**config.mk**
```make
export PLATFORM = sky130hd
export DESIGN_NAME = msfsm_cfg_loader_flat
export DESIGN_NICKNAME = d
export VERILOG_FILES = /design/src/rtl/msfsm_cfg_loader_if.sv /design/src/rtl/msfsm_cfg_loader.sv /design/src/flat_wrapper.sv
export SDC_FILE = /design/constraint.sdc
export NUM_CORES = 1
export LEC_CHECK = 0
export ABC_AREA = 1
export CORE_ASPECT_RATIO = 1.5
export CORE_UTILIZATION = 39
export DETAILED_ROUTE_END_ITERATION = 12
export HOLD_SLACK_MARGIN = 0.05
export PLACE_DENSITY = 0.56
export SLEW_MARGIN = 20
export SYNTH_ARGS = -nofsm -noshare
export SYNTH_HDL_FRONTEND = slang
export SYNTH_SLANG_ARGS = --single-unit
```
**constraint.sdc**
```tcl
create_clock -name clk -period 5.2 [get_ports clk]
set_clock_uncertainty 0.05 [all_clocks]
set_input_delay 1.04 -clock clk [delete_from_list [all_inputs] [get_ports clk]]
set_output_delay 1.04 -clock clk [all_outputs]
set_load 0.05 [all_outputs]
```
**src/rtl/msfsm_cfg_loader_if.sv**
```systemverilog
// Host-side configuration word stream: valid/ready with last-word marker.
interface msfsm_cfg_loader_if #(
    parameter int unsigned WORD_W = 8
) ();
    logic              cfg_valid;
    logic [WORD_W-1:0] cfg_data;
    logic              cfg_last;
    logic              cfg_ready;

    modport master (output cfg_valid, output cfg_data, output cfg_last, input cfg_ready);
    modport slave  (input cfg_valid, input cfg_data, input cfg_last, output cfg_ready);
endinterface

```
**src/rtl/msfsm_cfg_loader.sv**
```systemverilog
// Serial configuration loader: takes host words over a valid/ready stream,
// holds the FSM wrapper in reset, shifts CFG_BITS bits LSB-first, then
// releases reset and reports completion. Framing errors abort the load.
module msfsm_cfg_loader #(
    parameter int unsigned CFG_BITS   = 64,
    parameter int unsigned WORD_W     = 8,
    parameter int unsigned CLR_CYCLES = 2
) (
    input  logic                 clk,
    input  logic                 reset,
    input  logic                 start,
    msfsm_cfg_loader_if.slave    cfg,
    output logic                 fsm_sreset,
    output logic                 fsm_en,
    output logic                 fsm_d,
    output logic                 busy,
    output logic                 done,
    output logic                 err,
    output logic                 configured
);
    localparam int unsigned NWORDS    = (CFG_BITS + WORD_W - 1) / WORD_W;
    localparam int unsigned LAST_BITS = CFG_BITS - (NWORDS - 1) * WORD_W;
    localparam int unsigned BC_W      = $clog2(WORD_W + 1);
    localparam int unsigned WC_W      = $clog2(NWORDS + 1);
    localparam int unsigned EC_W      = $clog2(CFG_BITS + 1);
    localparam int unsigned CC_W      = (CLR_CYCLES > 1) ? $clog2(CLR_CYCLES) : 1;

    typedef enum logic [2:0] {
        S_IDLE,
        S_CLEAR,
        S_SHIFT,
        S_DONE,
        S_ABORT
    } state_e;

    state_e            state_q, state_d;
    logic [CC_W-1:0]   clr_cnt_q, clr_cnt_d;
    logic [WC_W-1:0]   words_q, words_d;
    logic [EC_W-1:0]   emitted_q, emitted_d;
    logic [WORD_W-1:0] hold_q, hold_d;
    logic              hold_full_q, hold_full_d;
    logic              hold_last_q, hold_last_d;
    logic [WORD_W-1:0] sr_q, sr_d;
    logic [BC_W-1:0]   sr_cnt_q, sr_cnt_d;
    logic              fsm_sreset_q, fsm_sreset_d;
    logic              fsm_en_q, fsm_en_d;
    logic              fsm_d_q, fsm_d_d;
    logic              busy_q, busy_d;
    logic              done_q, done_d;
    logic              err_q, err_d;
    logic              configured_q, configured_d;

    logic              ready;
    logic              accept;
    logic              is_final;
    logic              emit;
    logic              emit_bit;
    logic [BC_W-1:0]   hold_bits;

    assign ready = ((state_q == S_CLEAR) || (state_q == S_SHIFT)) && !hold_full_q
                   && (words_q < WC_W'(NWORDS));
    assign accept    = ready && cfg.cfg_valid;
    assign is_final  = (words_q == WC_W'(NWORDS - 1));
    assign hold_bits = hold_last_q ? BC_W'(LAST_BITS) : BC_W'(WORD_W);

    assign cfg.cfg_ready = ready;
    assign fsm_sreset    = fsm_sreset_q;
    assign fsm_en        = fsm_en_q;
    assign fsm_d         = fsm_d_q;
    assign busy          = busy_q;
    assign done          = done_q;
    assign err           = err_q;
    assign configured    = configured_q;

    // Next state, word intake, bit emission and registered output values
    always_comb begin
        state_d     = state_q;
        clr_cnt_d   = clr_cnt_q;
        words_d     = words_q;
        emitted_d   = emitted_q;
        hold_d      = hold_q;
        hold_full_d = hold_full_q;
        hold_last_d = hold_last_q;
        sr_d        = sr_q;
        sr_cnt_d    = sr_cnt_q;
        err_d       = err_q;
        emit        = 1'b0;
        emit_bit    = 1'b0;

        unique case (state_q)
            S_IDLE, S_DONE, S_ABORT: begin
                if (start) begin
                    state_d     = S_CLEAR;
                    err_d       = 1'b0;
                    clr_cnt_d   = '0;
                    words_d     = '0;
                    emitted_d   = '0;
                    hold_full_d = 1'b0;
                    sr_cnt_d    = '0;
                end
            end
            S_CLEAR: begin
                if (clr_cnt_q == CC_W'(CLR_CYCLES - 1)) state_d = S_SHIFT;
                else                                    clr_cnt_d = clr_cnt_q + CC_W'(1);
            end
            S_SHIFT: begin
                if (emitted_q == EC_W'(CFG_BITS)) state_d = S_DONE;
            end
            default: state_d = S_IDLE;
        endcase

        // A word whose cfg_last disagrees with its position aborts the load
        // and is never placed in the holding register.
        if (accept) begin
            if (cfg.cfg_last != is_final) begin
                state_d = S_ABORT;
                err_d   = 1'b1;
            end else begin
                hold_d      = cfg.cfg_data;
                hold_full_d = 1'b1;
                hold_last_d = cfg.cfg_last;
                words_d     = words_q + WC_W'(1);
            end
        end

        // Emission is decided one edge early so fsm_en/fsm_d are registered;
        // the holding word refills the shifter while its last bit goes out.
        if (state_d == S_SHIFT) begin
            if (sr_cnt_q != '0) begin
                emit     = 1'b1;
                emit_bit = sr_q[0];
                sr_d     = sr_q >> 1;
                sr_cnt_d = sr_cnt_q - BC_W'(1);
                if ((sr_cnt_q == BC_W'(1)) && hold_full_q) begin
                    sr_d        = hold_q;
                    sr_cnt_d    = hold_bits;
                    hold_full_d = 1'b0;
                end
            end else if (hold_full_q) begin
                emit        = 1'b1;
                emit_bit    = hold_q[0];
                sr_d        = hold_q >> 1;
                sr_cnt_d    = hold_bits - BC_W'(1);
                hold_full_d = 1'b0;
            end
        end

        if (emit) emitted_d = emitted_q + EC_W'(1);

        fsm_en_d     = emit;
        fsm_d_d      = emit ? emit_bit : fsm_d_q;
        busy_d       = (state_d == S_CLEAR) || (state_d == S_SHIFT);
        fsm_sreset_d = (state_d != S_DONE);
        configured_d = (state_d == S_DONE);
        done_d       = (state_q != S_DONE) && (state_d == S_DONE);
    end

    // State and output registers; asynchronous reset forces FSMs into reset
    always_ff @(posedge clk or negedge reset) begin
        if (!reset) begin
            state_q      <= S_IDLE;
            clr_cnt_q    <= '0;
            words_q      <= '0;
            emitted_q    <= '0;
            hold_q       <= '0;
            hold_full_q  <= 1'b0;
            hold_last_q  <= 1'b0;
            sr_q         <= '0;
            sr_cnt_q     <= '0;
            fsm_sreset_q <= 1'b1;
            fsm_en_q     <= 1'b0;
            fsm_d_q      <= 1'b0;
            busy_q       <= 1'b0;
            done_q       <= 1'b0;
            err_q        <= 1'b0;
            configured_q <= 1'b0;
        end else begin
            state_q      <= state_d;
            clr_cnt_q    <= clr_cnt_d;
            words_q      <= words_d;
            emitted_q    <= emitted_d;
            hold_q       <= hold_d;
            hold_full_q  <= hold_full_d;
            hold_last_q  <= hold_last_d;
            sr_q         <= sr_d;
            sr_cnt_q     <= sr_cnt_d;
            fsm_sreset_q <= fsm_sreset_d;
            fsm_en_q     <= fsm_en_d;
            fsm_d_q      <= fsm_d_d;
            busy_q       <= busy_d;
            done_q       <= done_d;
            err_q        <= err_d;
            configured_q <= configured_d;
        end
    end
endmodule
```
**src/flat_wrapper.sv**
```systemverilog
// flat-port wrapper written by rule: the top's interface ports become plain ports
module msfsm_cfg_loader_flat 
#(
    parameter int unsigned CFG_BITS   = 64,
    parameter int unsigned WORD_W     = 8,
    parameter int unsigned CLR_CYCLES = 2
)
  (clk, reset, start, fsm_sreset, fsm_en, fsm_d, busy, done, err, configured, cfg_cfg_valid, cfg_cfg_data, cfg_cfg_last, cfg_cfg_ready);
  msfsm_cfg_loader_if #(.WORD_W(WORD_W)) cfg_i ();
  input  logic clk;
  input  logic reset;
  input  logic start;
  output logic fsm_sreset;
  output logic fsm_en;
  output logic fsm_d;
  output logic busy;
  output logic done;
  output logic err;
  output logic configured;
  input wire logic [$bits(cfg_i.cfg_valid)-1:0] cfg_cfg_valid;
  input wire logic [$bits(cfg_i.cfg_data)-1:0] cfg_cfg_data;
  input wire logic [$bits(cfg_i.cfg_last)-1:0] cfg_cfg_last;
  output wire logic [$bits(cfg_i.cfg_ready)-1:0] cfg_cfg_ready;
  assign cfg_i.cfg_valid = cfg_cfg_valid;
  assign cfg_i.cfg_data = cfg_cfg_data;
  assign cfg_i.cfg_last = cfg_cfg_last;
  assign cfg_cfg_ready = cfg_i.cfg_ready;
  msfsm_cfg_loader #(.CFG_BITS(CFG_BITS), .WORD_W(WORD_W), .CLR_CYCLES(CLR_CYCLES)) u_core (.clk(clk), .reset(reset), .start(start), .cfg(cfg_i), .fsm_sreset(fsm_sreset), .fsm_en(fsm_en), .fsm_d(fsm_d), .busy(busy), .done(done), .err(err), .configured(configured));
endmodule
```
==> results of run 1 <==
state kept, by name (all words and copies together), names as in the netlist:
| register | count |
|---|---|
| u_core.busy | 1 |
| u_core.clr_cnt_q | 1 |
| u_core.configured | 1 |
| u_core.done | 1 |
| u_core.emitted_q | 7 |
| u_core.err | 1 |
| u_core.fsm_d | 1 |
| u_core.fsm_en | 1 |
| u_core.fsm_sreset | 1 |
| u_core.hold_full_q | 1 |
| u_core.hold_q | 8 |
| u_core.sr_cnt_q | 4 |
| u_core.sr_q | 8 |
| u_core.state_q | 3 |
| u_core.words_q | 4 |
metal layers:
metal	track usage	wire length (um)
met5	0	0
met2	0.320	2500
met1	0.174	1970
met4	0.0587	27
met3	0.0362	93
cell usage after synthesis:
master                     number  area [um2]
sky130_fd_sc_hd__buf_4          2        15.0
sky130_fd_sc_hd__xnor2_1        1        8.76
sky130_fd_sc_hd__o31ai_1        1        7.51
sky130_fd_sc_hd__clkinv_2       1        5.00
sky130_fd_sc_hd__nand3_1       29         145
sky130_fd_sc_hd__nor2_2         3        18.8
sky130_fd_sc_hd__nand3_2        4        40.0
sky130_fd_sc_hd__a21oi_2        1        8.76
sky130_fd_sc_hd__nand3b_1       1        7.51
sky130_fd_sc_hd__o21ai_1        2        10.0
sky130_fd_sc_hd__a21oi_1        9        45.0
sky130_fd_sc_hd__nor2_4         1        11.3
sky130_fd_sc_hd__o22ai_1        8        50.1
sky130_fd_sc_hd__buf_2          2        10.0
sky130_fd_sc_hd__nand2_2        1        6.26
sky130_fd_sc_hd__xor2_1         6        52.6
sky130_fd_sc_hd__inv_1         32         120
sky130_fd_sc_hd__dfstp_2        1        26.3
sky130_fd_sc_hd__nor3_1         2        10.0
sky130_fd_sc_hd__inv_2          2        7.51
sky130_fd_sc_hd__buf_6          1        11.3
sky130_fd_sc_hd__dfrtp_1       42        1050
sky130_fd_sc_hd__o21ai_0       17        85.1
sky130_fd_sc_hd__nand4_1        5        31.3
sky130_fd_sc_hd__nand3_4        1        17.5
sky130_fd_sc_hd__ha_1           5        62.6
sky130_fd_sc_hd__nand2_1       80         300
sky130_fd_sc_hd__nor2_1        18        67.6
worst paths after layout:
check	start	slack, ps	endpoint	depth (start not counted)
min in group asynchronous	reset	690	u_core.err$_DFF_PN0_	1
min	u_core.sr_q[0]$_DFFE_PN0P_	430	u_core.sr_q[0]$_DFFE_PN0P_	2
max reg2reg	u_core.sr_cnt_q[0]$_DFF_PN0_	3000	u_core.sr_q[2]$_DFFE_PN0P_	10
max	u_core.state_q[0]$_DFF_PN0_	2090	cfg_cfg_ready	4
max in group asynchronous	reset	4030	u_core.emitted_q[0]$_DFFE_PN0P_	1
min reg2reg	u_core.sr_q[0]$_DFFE_PN0P_	430	u_core.sr_q[0]$_DFFE_PN0P_	2
power groups by stage:
stage / logic, mW / registers (mW) / clock network (mW)
after floorplan: 0.538 / 0.578 / 0
after global placement: 0.780 / 0.522 / 0
after detailed placement: 0.778 / 0.523 / 0
after CTS: 0.781 / 0.518 / 0.214
after global routing: 0.860 / 0.530 / 0.224
final: 0.771 / 0.517 / 0.203
metrics by stage:
| stage | instance area [um2] | std cells | power, mW | utilization |
|---|---|---|---|---|
| 6_report | 2560 | 371 | 1.49 | 0.467 |
| 5_1_grt | 2560 | 371 | 1.61 | 0.467 |
| 4_1_cts | 2560 | 371 | 1.51 | 0.466 |
| 3_5_place_dp | 2480 | 363 | 1.30 | 0.451 |
| 3_3_place_gp | 2480 | 363 | 1.30 | 0.451 |
| 2_1_floorplan | 2230 | 278 | 1.12 | - |
kinds of logic (layout without fill, tap and decap cells):
family / count (synthesis) / count (layout) / synth area share
compound gates: 38 / 38 / 0.0925
xor+xnor: 7 / 7 / 0.0275
fa+ha+maj: 5 / 5 / 0.0280
buf+inv: 40 / 63 / 0.0757
flops: 43 / 43 / 0.483
simple gates: 145 / 145 / 0.294
cell type report:
| cell class | instances | share of cell area |
|---|---|---|
| Clock buffer | 7 | 0.0298 |
| Clock inverter | 1 | 0.00195 |
| Inverter | 35 | 0.0518 |
| Multi-Input combinational cell | 195 | 0.385 |
| Sequential cell | 43 | 0.420 |
| Tap cell | 70 | 0.0342 |
| Timing Repair Buffer | 20 | 0.0771 |
worst max-delay path: stages, from the launching register on:
cell and delay (ps):
sky130_fd_sc_hd__dfrtp_1 440, sky130_fd_sc_hd__inv_1 90, sky130_fd_sc_hd__nand3_1 160, sky130_fd_sc_hd__a21oi_2 210, sky130_fd_sc_hd__clkdlybuf4s50_1 820
==> flow_summary_export.csv, run 1 <==
group,metric,value,unit
run_status,run_status,"finished, final reports clean",
synthesis,synthesis_stage_register_bit_count,43,
sta,finalHoldViolations,0,
pwr,vdd_drop_max,290,uV
cts,worst_skew_pair.late_latency,280,ps
setup_path,crit_type,"register to output pin",
die,die_w,63.8,um
layout,area_growth_syn_to_layout,14.8,%
synthesis,synth_cell_type_count,28,
die,floorplan.core_area,5490,um2
setup_path,critPathLaunchType,"register",
layout,layout_commonest_cell,"sky130_fd_sc_hd__nand2_1",
detailed_routing,route.vias.total,1817,
layout,commonest_non_fill_non_tap_cells_in_the_layout,"sky130_fd_sc_hd__nand2_1, sky130_fd_sc_hd__dfrtp_1, sky130_fd_sc_hd__inv_1",
global_route,global_route.usage.total,0.166,
setup_path,worst-endpoint-required,4110,ps
cts,maximum_level_of_the_cts_h_tree,2,
synthesis,avgSynthCellArea,8.03,um2
global_route,global_route_wire_length_before_repair,7760,um
detailed_routing,detailedRoute.firstPassIterationCount,4,
placed_design,portBuffers,20,
synthesis,syn_std_cell_area,2230,um2
sta,timing.hold.ws,429,ps
pwr,power.sequential.fraction,0.347,
layout,drive_above_1_share,0.0731,
sta,grt_setup_unrepaired,"no",
pwr,clockPowerShare,0.136,
detailed_routing,drt_iter0_markers,46,
layout,multiInputGateArea,986,um2
sta,maxSlewHeadroom,0.495,
sta,layout_min_cycle_time,3110,ps
layout,antenna_cells_inserted,0,
die,row_count,33,
sta,setup_violations,0,
global_route,grt_remaining_overflow,0,
cts,clkSinkCount,43,
sta,finalMaxSlewViolations,0,
placed_design,hpwlAfterDp,3220,um
sta,setup_slack,2090,ps
die,die_area,6040,um2
detailed_routing,post-route-drc-count,0,
placed_design,gp_congestion,0.805,
pwr,cellInternalPower,0.786,mW
layout,filler_cell_count,568,
setup_path,setup.worst_path.end_class,"output pin",
setup_path,cp_data_arrival_time,2020,ps
cts,post_cts_resized,0,
global_route,via_count_of_the_first_global_routing_pass,1758,
die,ios,21,
cts,clock_tree_from_tritoncts,"yes",
die,dieHeight,94.7,um
pwr,net-switching-power,0.705,mW
pwr,power_leakage,1.30,nW
sta,worst_pin_slew,755,ps
global_route,grt_antenna_before_repair,0,
layout,regArea,1080,um2
cts,cts.repair_timing.setup_buffer_count,0,
detailed_routing,wirelength,4590,um
cts,cts.reportedPaths.clkPinSlew,80,ps
synthesis,syn_inst,278,
die,effective_utilization_at_floorplan,0.406,
placed_design,dp_worst_setup_slack,2290,ps
detailed_routing,antenna_violating_nets_post_route,0,
pwr,power-per-cell-area,582,nW/um2
cts,root_buffer,"sky130_fd_sc_hd__clkbuf_8",
pwr,power_frac_comb,0.517,
detailed_routing,wire_per_inst,12.4,um
synthesis,synth-warning-count,0,
sta,finalSetupTns,0,ps
cts,number_of_buffers_on_the_longest_clock_path,2,
cts,count_of_hold_buffers_inserted_by_post_cts_repair,0,
layout,nNetsFinal,318,
cts,cts-buffers-inserted,5,
detailed_routing,post_drt_via_cell_ratio,4.90,
global_route,grt_start_max_net_pins,44,
sta,achievable-frequency,322,MHz
flow_run,cap_viol_max_count,0,
pwr,power.switching_fraction,0.473,
synthesis,postSynthNetCount,296,
setup_path,critPathMaxFanout,6,
sta,period_share,0.598,
synthesis,synth.yosys.seq_area_share,0.483,
min_path,timing.hold.worst.class,"register to register",
Note: power is estimated with default switching activity, not from simulation.
==> run 2: changes to the inputs <==
PLACE_DENSITY = 0.58   (was 0.56)
clock period = 2.6 ns   (was 5.2 ns; I/O delays follow)
==> run 2 against run 1 <==
  * Global-route usage increased by 0.89 points
  * Clock power increased to 3.1 times the previous value
  * Non-clock buffer count increased by 4
  * Largest power group unchanged
  * Count of clock-buffer cells in the layout decreased by 2
  * Worst setup slack got worse by 1700 ps
  * Critical endpoint is now fsm_sreset
  * Largest cell class unchanged
  * Cell count increased by 1.1%
  * Highest routed layer unchanged
==> flow_summary_export.csv, run 2 (synthesized netlist as in run 1, its figures left out) <==
group,metric,value,unit
min_path,timing.hold.worst.class,"input port to async pin",
setup_path,cp-startpoint,"u_core.fsm_sreset$_DFF_PN1_",
global_route,global_route_wire_length_before_repair,8200,um
sta,layout_min_cycle_time,2170,ps
layout,drive_above_1_share,0.0951,
layout,filler_cell_count,540,
placed_design,hpwlAfterDp,3320,um
placed_design,dp_worst_setup_slack,257,ps
cts,cts-buffers-inserted,5,
layout,nNetsFinal,322,
cts,cts.repair_timing.setup_buffer_count,0,
global_route,gr_met3_demand_resource,0.0326,
setup_path,r2r_slack,490,ps
setup_path,path_buf_inv,1,
setup_path,critPathMaxFanout,1,
cts,clkSinkCount,43,
global_route,global_route.usage.total,0.175,
sta,setup_slack,431,ps
die,ios,21,
cts,root_buffer,"sky130_fd_sc_hd__clkbuf_8",
placed_design,dpl.cell_count,367,
layout,final_non_filler_cell_area,2640,um2
setup_path,endpoint,"fsm_sreset",
cts,maximum_level_of_the_cts_h_tree,2,
detailed_routing,antenna_violating_nets_post_route,0,
pwr,vdd_drop_max,665,uV
placed_design,dpl-instance-area,2510,um2
die,die_w,63.8,um
layout,area_growth_syn_to_layout,18.4,%
detailed_routing,route.vias.total,1844,
sta,finalMaxSlewViolations,0,
setup_path,worst-r2r-cell-count,9,
cts,clock_tree_from_tritoncts,"yes",
pwr,power-per-cell-area,1220,nW/um2
die,floorplan.core_area,5490,um2
die,row_count,33,
flow_run,cap_viol_max_count,0,
setup_path,critPathLaunchType,"register",
die,dieHeight,94.7,um
global_route,global_route_met1_utilization,0.202,
die,die_area,6040,um2
cts,count_of_hold_buffers_inserted_by_post_cts_repair,0,
detailed_routing,wirelength,4660,um
layout,largestRegisters,"u_core.hold_q (8), u_core.sr_q (8), u_core.emitted_q (7)",
placed_design,gp_congestion,0.788,
setup_path,setup.worst_path.end_class,"output pin",
sta,maxSlewHeadroom,0.515,
sta,grt_setup_unrepaired,"no",
pwr,power_leakage,1.34,nW
setup_path,crit_path_top_delay_cell,"sky130_fd_sc_hd__clkdlybuf4s50_1",
setup_path,worst-endpoint-required,2030,ps
setup_path,worst_path_dominant_cell_family,"buffers and inverters",
cts,cts.reportedPaths.clkPinSlew,80,ps
placed_design,portBuffers,20,
detailed_routing,drt_iter0_markers,58,
setup_path,timing.rr.end,"u_core.sr_q[3]$_DFFE_PN0P_",
layout,regArea,1080,um2
detailed_routing,wire_per_inst,12.4,um
sta,setup_violations,0,
sta,period_share,0.834,
run_status,run_status,"finished, final reports clean",
setup_path,crit_type,"register to output pin",
sta,finalHoldViolations,0,
global_route,via_count_of_the_first_global_routing_pass,1801,
setup_path,cp_data_arrival_time,1600,ps
layout,commonest_non_fill_non_tap_cells_in_the_layout,"sky130_fd_sc_hd__nand2_1, sky130_fd_sc_hd__dfrtp_1, sky130_fd_sc_hd__inv_1",
detailed_routing,detailedRoute.firstPassIterationCount,4,
global_route,grt_remaining_overflow,0,
detailed_routing,post-route-drc-count,0,
layout,antenna_cells_inserted,0,
setup_path,timing.critical_path.cells,"clkdlybuf4s50_1",
global_route,grt_antenna_before_repair,0,
setup_path,slowest_delay,790,ps
cts,number_of_buffers_on_the_longest_clock_path,2,
detailed_routing,post_drt_via_cell_ratio,4.92,
layout,layout_commonest_cell,"sky130_fd_sc_hd__nand2_1",
die,effective_utilization_at_floorplan,0.406,
cts,worst_skew_pair.late_latency,300,ps
setup_path,worst_r2r_startpoint,"u_core.sr_cnt_q[0]$_DFF_PN0_",
layout,instances_no_fill,375,
cts,post_cts_resized,0,
sta,achievable-frequency,461,MHz
global_route,gr-max-usage-layer,"met2",
sta,finalSetupTns,0,ps
setup_path,logic_depth_of_the_worst_path_buffers_included,1,
layout,multiInputGateArea,986,um2
global_route,global_route.usage.met2,0.318,
global_route,grt_start_max_net_pins,28,
sta,worst_pin_slew,725,ps
==> run 2: cell count changes in the layout (fill, tap and decap cells not counted) <==
cell,delta
sky130_fd_sc_hd__buf_4,+4
sky130_fd_sc_hd__bufinv_16,+2
sky130_fd_sc_hd__clkbuf_1,-2
sky130_fd_sc_hd__buf_2,+1
sky130_fd_sc_hd__clkdlybuf4s50_1,-1
sky130_fd_sc_hd__clkinv_2,-1
sky130_fd_sc_hd__clkinvlp_4,+1
==> run 2: per-layer routing <==
metal | vias to the layer above | routed length [um] | part of all wire
met1 | 859 | 2030 | 0.43
li1 | 948 | - | -
met3 | 7 | 114 | 0.024
met5 | - | 0 | 0
met2 | 30 | 2450 | 0.52
met4 | 0 | 74 | 0.016
==> run 2: area by class of cell <==
| cell class | count | share of cell area |
|---|---|---|
| Sequential cell | 43 | 0.408 |
| Tap cell | 70 | 0.0331 |
| Inverter | 35 | 0.0502 |
| Timing Repair Buffer | 24 | 0.0843 |
| Clock inverter | 3 | 0.0256 |
| Clock buffer | 5 | 0.0260 |
| Multi-Input combinational cell | 195 | 0.373 |
==> run 2: worst min-delay path by stage <==
stage	from	slack [ps]	to	cells past startpoint
6_report	reset	190	u_core.clr_cnt_q$_DFFE_PN0P_	1
5_1_grt	reset	230	u_core.clr_cnt_q$_DFFE_PN0P_	1
4_1_cts	reset	220	u_core.clr_cnt_q$_DFFE_PN0P_	1
3_5_place_dp	u_core.sr_q[0]$_DFFE_PN0P_	410	u_core.sr_q[0]$_DFFE_PN0P_	2
3_3_place_gp	u_core.sr_q[0]$_DFFE_PN0P_	410	u_core.sr_q[0]$_DFFE_PN0P_	2
2_1_floorplan	reset	170	u_core.busy$_DFF_PN0_	0
==> run 2: through the flow <==
step | utilization | hold WS (ps) | power (mW)
finish | 0.481 | 185 | 3.23
global route | 0.481 | 231 | 3.49
CTS | 0.481 | 218 | 3.25
detailed placement | 0.456 | 410 | 2.63
global placement | 0.456 | 409 | 2.62
floorplan | - | 174 | 2.23
==> run 2: where the power goes <==
part / internal (mW) / switching, mW / total [mW] / leakage (nW)
Sequential: 0.899 / 0.135 / 1.03 / 0.558
Combinational: 0.504 / 1.07 / 1.58 / 0.717
Clock: 0.383 / 0.240 / 0.623 / 0.0644
==> run 3: changes to the inputs <==
PLACE_DENSITY = 0.56   (was 0.58)
clock period = 2.15 ns   (was 2.6 ns; I/O delays follow)
==> run 3 against run 2 <==
  * Sequential power is 21% higher
  * Cell area is 1.5% higher
  * Sequential share of layout area is 0.59 points lower
  * Sequential cell count stayed put
  * Non-clock buffer count is 4 higher
  * Die area stayed put
  * Cell count is 1.1% higher
  * First-iteration DRC count is 10% lower
  * Hold slack worse by 140 ps
  * Global-route usage is 0.40 points higher
==> flow_summary_export.csv, run 3 (synthesized netlist as in run 1, its figures left out) <==
group,metric,value,unit
cts,root_buffer,"sky130_fd_sc_hd__clkbuf_8",
pwr,totalPowerFinal,3.92,mW
placed_design,dp_worst_setup_slack,-106,ps
detailed_routing,wirelength,4640,um
die,die_area,6040,um2
detailed_routing,wire_per_inst,12.2,um
detailed_routing,post_drt_via_cell_ratio,4.93,
die,floorplan.core_area,5490,um2
global_route,global_route_wire_length_before_repair,8270,um
global_route,grt_antenna_before_repair,0,
layout,drive_above_1_share,0.110,
sta,finalHoldViolations,0,
cts,count_of_hold_buffers_inserted_by_post_cts_repair,0,
layout,commonest_non_fill_non_tap_cells_in_the_layout,"sky130_fd_sc_hd__nand2_1, sky130_fd_sc_hd__dfrtp_1, sky130_fd_sc_hd__inv_1",
setup_path,crit_type,"register to output pin",
setup_path,timing.critical_path.cells,"clkdlybuf4s50_1",
placed_design,dpl.cell_count,371,
die,ios,21,
detailed_routing,detailedRoute.firstPassIterationCount,4,
layout,filler_cell_count,561,
pwr,power-per-cell-area,1460,nW/um2
setup_path,path_buf_inv,1,
cts,number_of_buffers_on_the_longest_clock_path,2,
die,die_w,63.8,um
die,effective_utilization_at_floorplan,0.406,
cts,worst_skew_pair.late_latency,300,ps
detailed_routing,drt_iter0_markers,52,
global_route,grt_remaining_overflow,0,
layout,nNetsFinal,326,
cts,cts-buffers-inserted,5,
setup_path,critPathMaxFanout,1,
setup_path,worst-endpoint-required,1670,ps
setup_path,slowest_delay,790,ps
detailed_routing,antenna_violating_nets_post_route,0,
layout,regArea,1080,um2
sta,setup_violations,0,
layout,final_non_filler_cell_area,2680,um2
placed_design,dpl-instance-area,2560,um2
pwr,power_leakage,1.36,nW
detailed_routing,post-route-drc-count,0,
sta,layout_min_cycle_time,2090,ps
cts,cts.repair_timing.setup_buffer_count,0,
detailed_routing,route.vias.total,1868,
layout,multiInputGateArea,988,um2
sta,maxSlewHeadroom,0.600,
layout,antenna_cells_inserted,0,
sta,period_share,0.970,
sta,grt_setup_unrepaired,"no",
setup_path,crit_path_top_delay_cell,"sky130_fd_sc_hd__clkdlybuf4s50_1",
die,row_count,33,
layout,area_growth_syn_to_layout,20.1,%
pwr,vdd_drop_max,653,uV
placed_design,portBuffers,20,
cts,clkSinkCount,43,
run_status,run_status,"finished, final reports clean",
setup_path,critPathLaunchType,"register",
cts,clock_tree_from_tritoncts,"yes",
cts,maximum_level_of_the_cts_h_tree,2,
setup_path,worst_path_dominant_cell_family,"buffers and inverters",
sta,worst_pin_slew,600,ps
flow_run,cap_viol_max_count,0,
sta,finalMaxSlewViolations,0,
global_route,global_route.usage.total,0.179,
sta,setup_slack,64.7,ps
sta,achievable-frequency,480,MHz
layout,layout_commonest_cell,"sky130_fd_sc_hd__nand2_1",
global_route,grt_start_max_net_pins,44,
cts,post_cts_resized,0,
die,dieHeight,94.7,um
setup_path,cp_data_arrival_time,1610,ps
global_route,via_count_of_the_first_global_routing_pass,1856,
layout,largestRegisters,"u_core.hold_q (8), u_core.sr_q (8), u_core.emitted_q (7)",
cts,cts.reportedPaths.clkPinSlew,90,ps
layout,instances_no_fill,379,
sta,timing.hold.ws,46.1,ps
min_path,timing.hold.worst.class,"input port to async pin",
placed_design,hpwlAfterDp,3330,um
placed_design,gp_congestion,0.836,
setup_path,setup.worst_path.end_class,"output pin",
run 3: path summary, 6_finish.rpt:
check	from	end	slack, ps	depth (start not counted)
setup / recovery	u_core.fsm_sreset$_DFF_PN1_	fsm_sreset	60	1
setup reg to reg	u_core.sr_cnt_q[0]$_DFF_PN0_	u_core.sr_q[6]$_DFFE_PN0P_	200	10
hold reg to reg	u_core.sr_q[0]$_DFFE_PN0P_	u_core.sr_q[0]$_DFFE_PN0P_	430	2
hold / removal	reset	u_core.err$_DFF_PN0_	50	2
max in group asynchronous	reset	u_core.fsm_sreset$_DFF_PN1_	1730	2
min in group clk	u_core.sr_q[0]$_DFFE_PN0P_	u_core.sr_q[0]$_DFFE_PN0P_	430	2
run 3: layout make-up:
class	instances	area share
flip-flops and latches	43	0.402
multi-input cells	195	0.369
repair buffers	28	0.104
inverters	35	0.0495
well taps	70	0.0327
clock buffers	6	0.0308
clock inverters	2	0.0131
run 3: power breakdown:
part           switching (mW)  internal [mW]  total [mW]
sequential              0.162           1.09        1.25
clock                   0.280          0.376       0.656
combinational            1.31          0.697        2.01
total                    1.76           2.16        3.92
run 3: layer usage:
| layer | vias up | wire, um | global-route usage |
|---|---|---|---|
| met3 | 7 | 107 | 0.0374 |
| met1 | 882 | 1950 | 0.191 |
| met2 | 24 | 2500 | 0.339 |
| li1 | 955 | - | - |
| met5 | - | 0 | 0 |
| met4 | 0 | 76 | 0.0701 |
run 3: stage by stage:
stage / setup TNS [ps] / utilization
6_report: 0 / 0.488
5_1_grt: 0 / 0.488
4_1_cts: 0 / 0.488
3_5_place_dp: -1080 / 0.466
3_3_place_gp: -520 / 0.466
2_1_floorplan: 0 / -
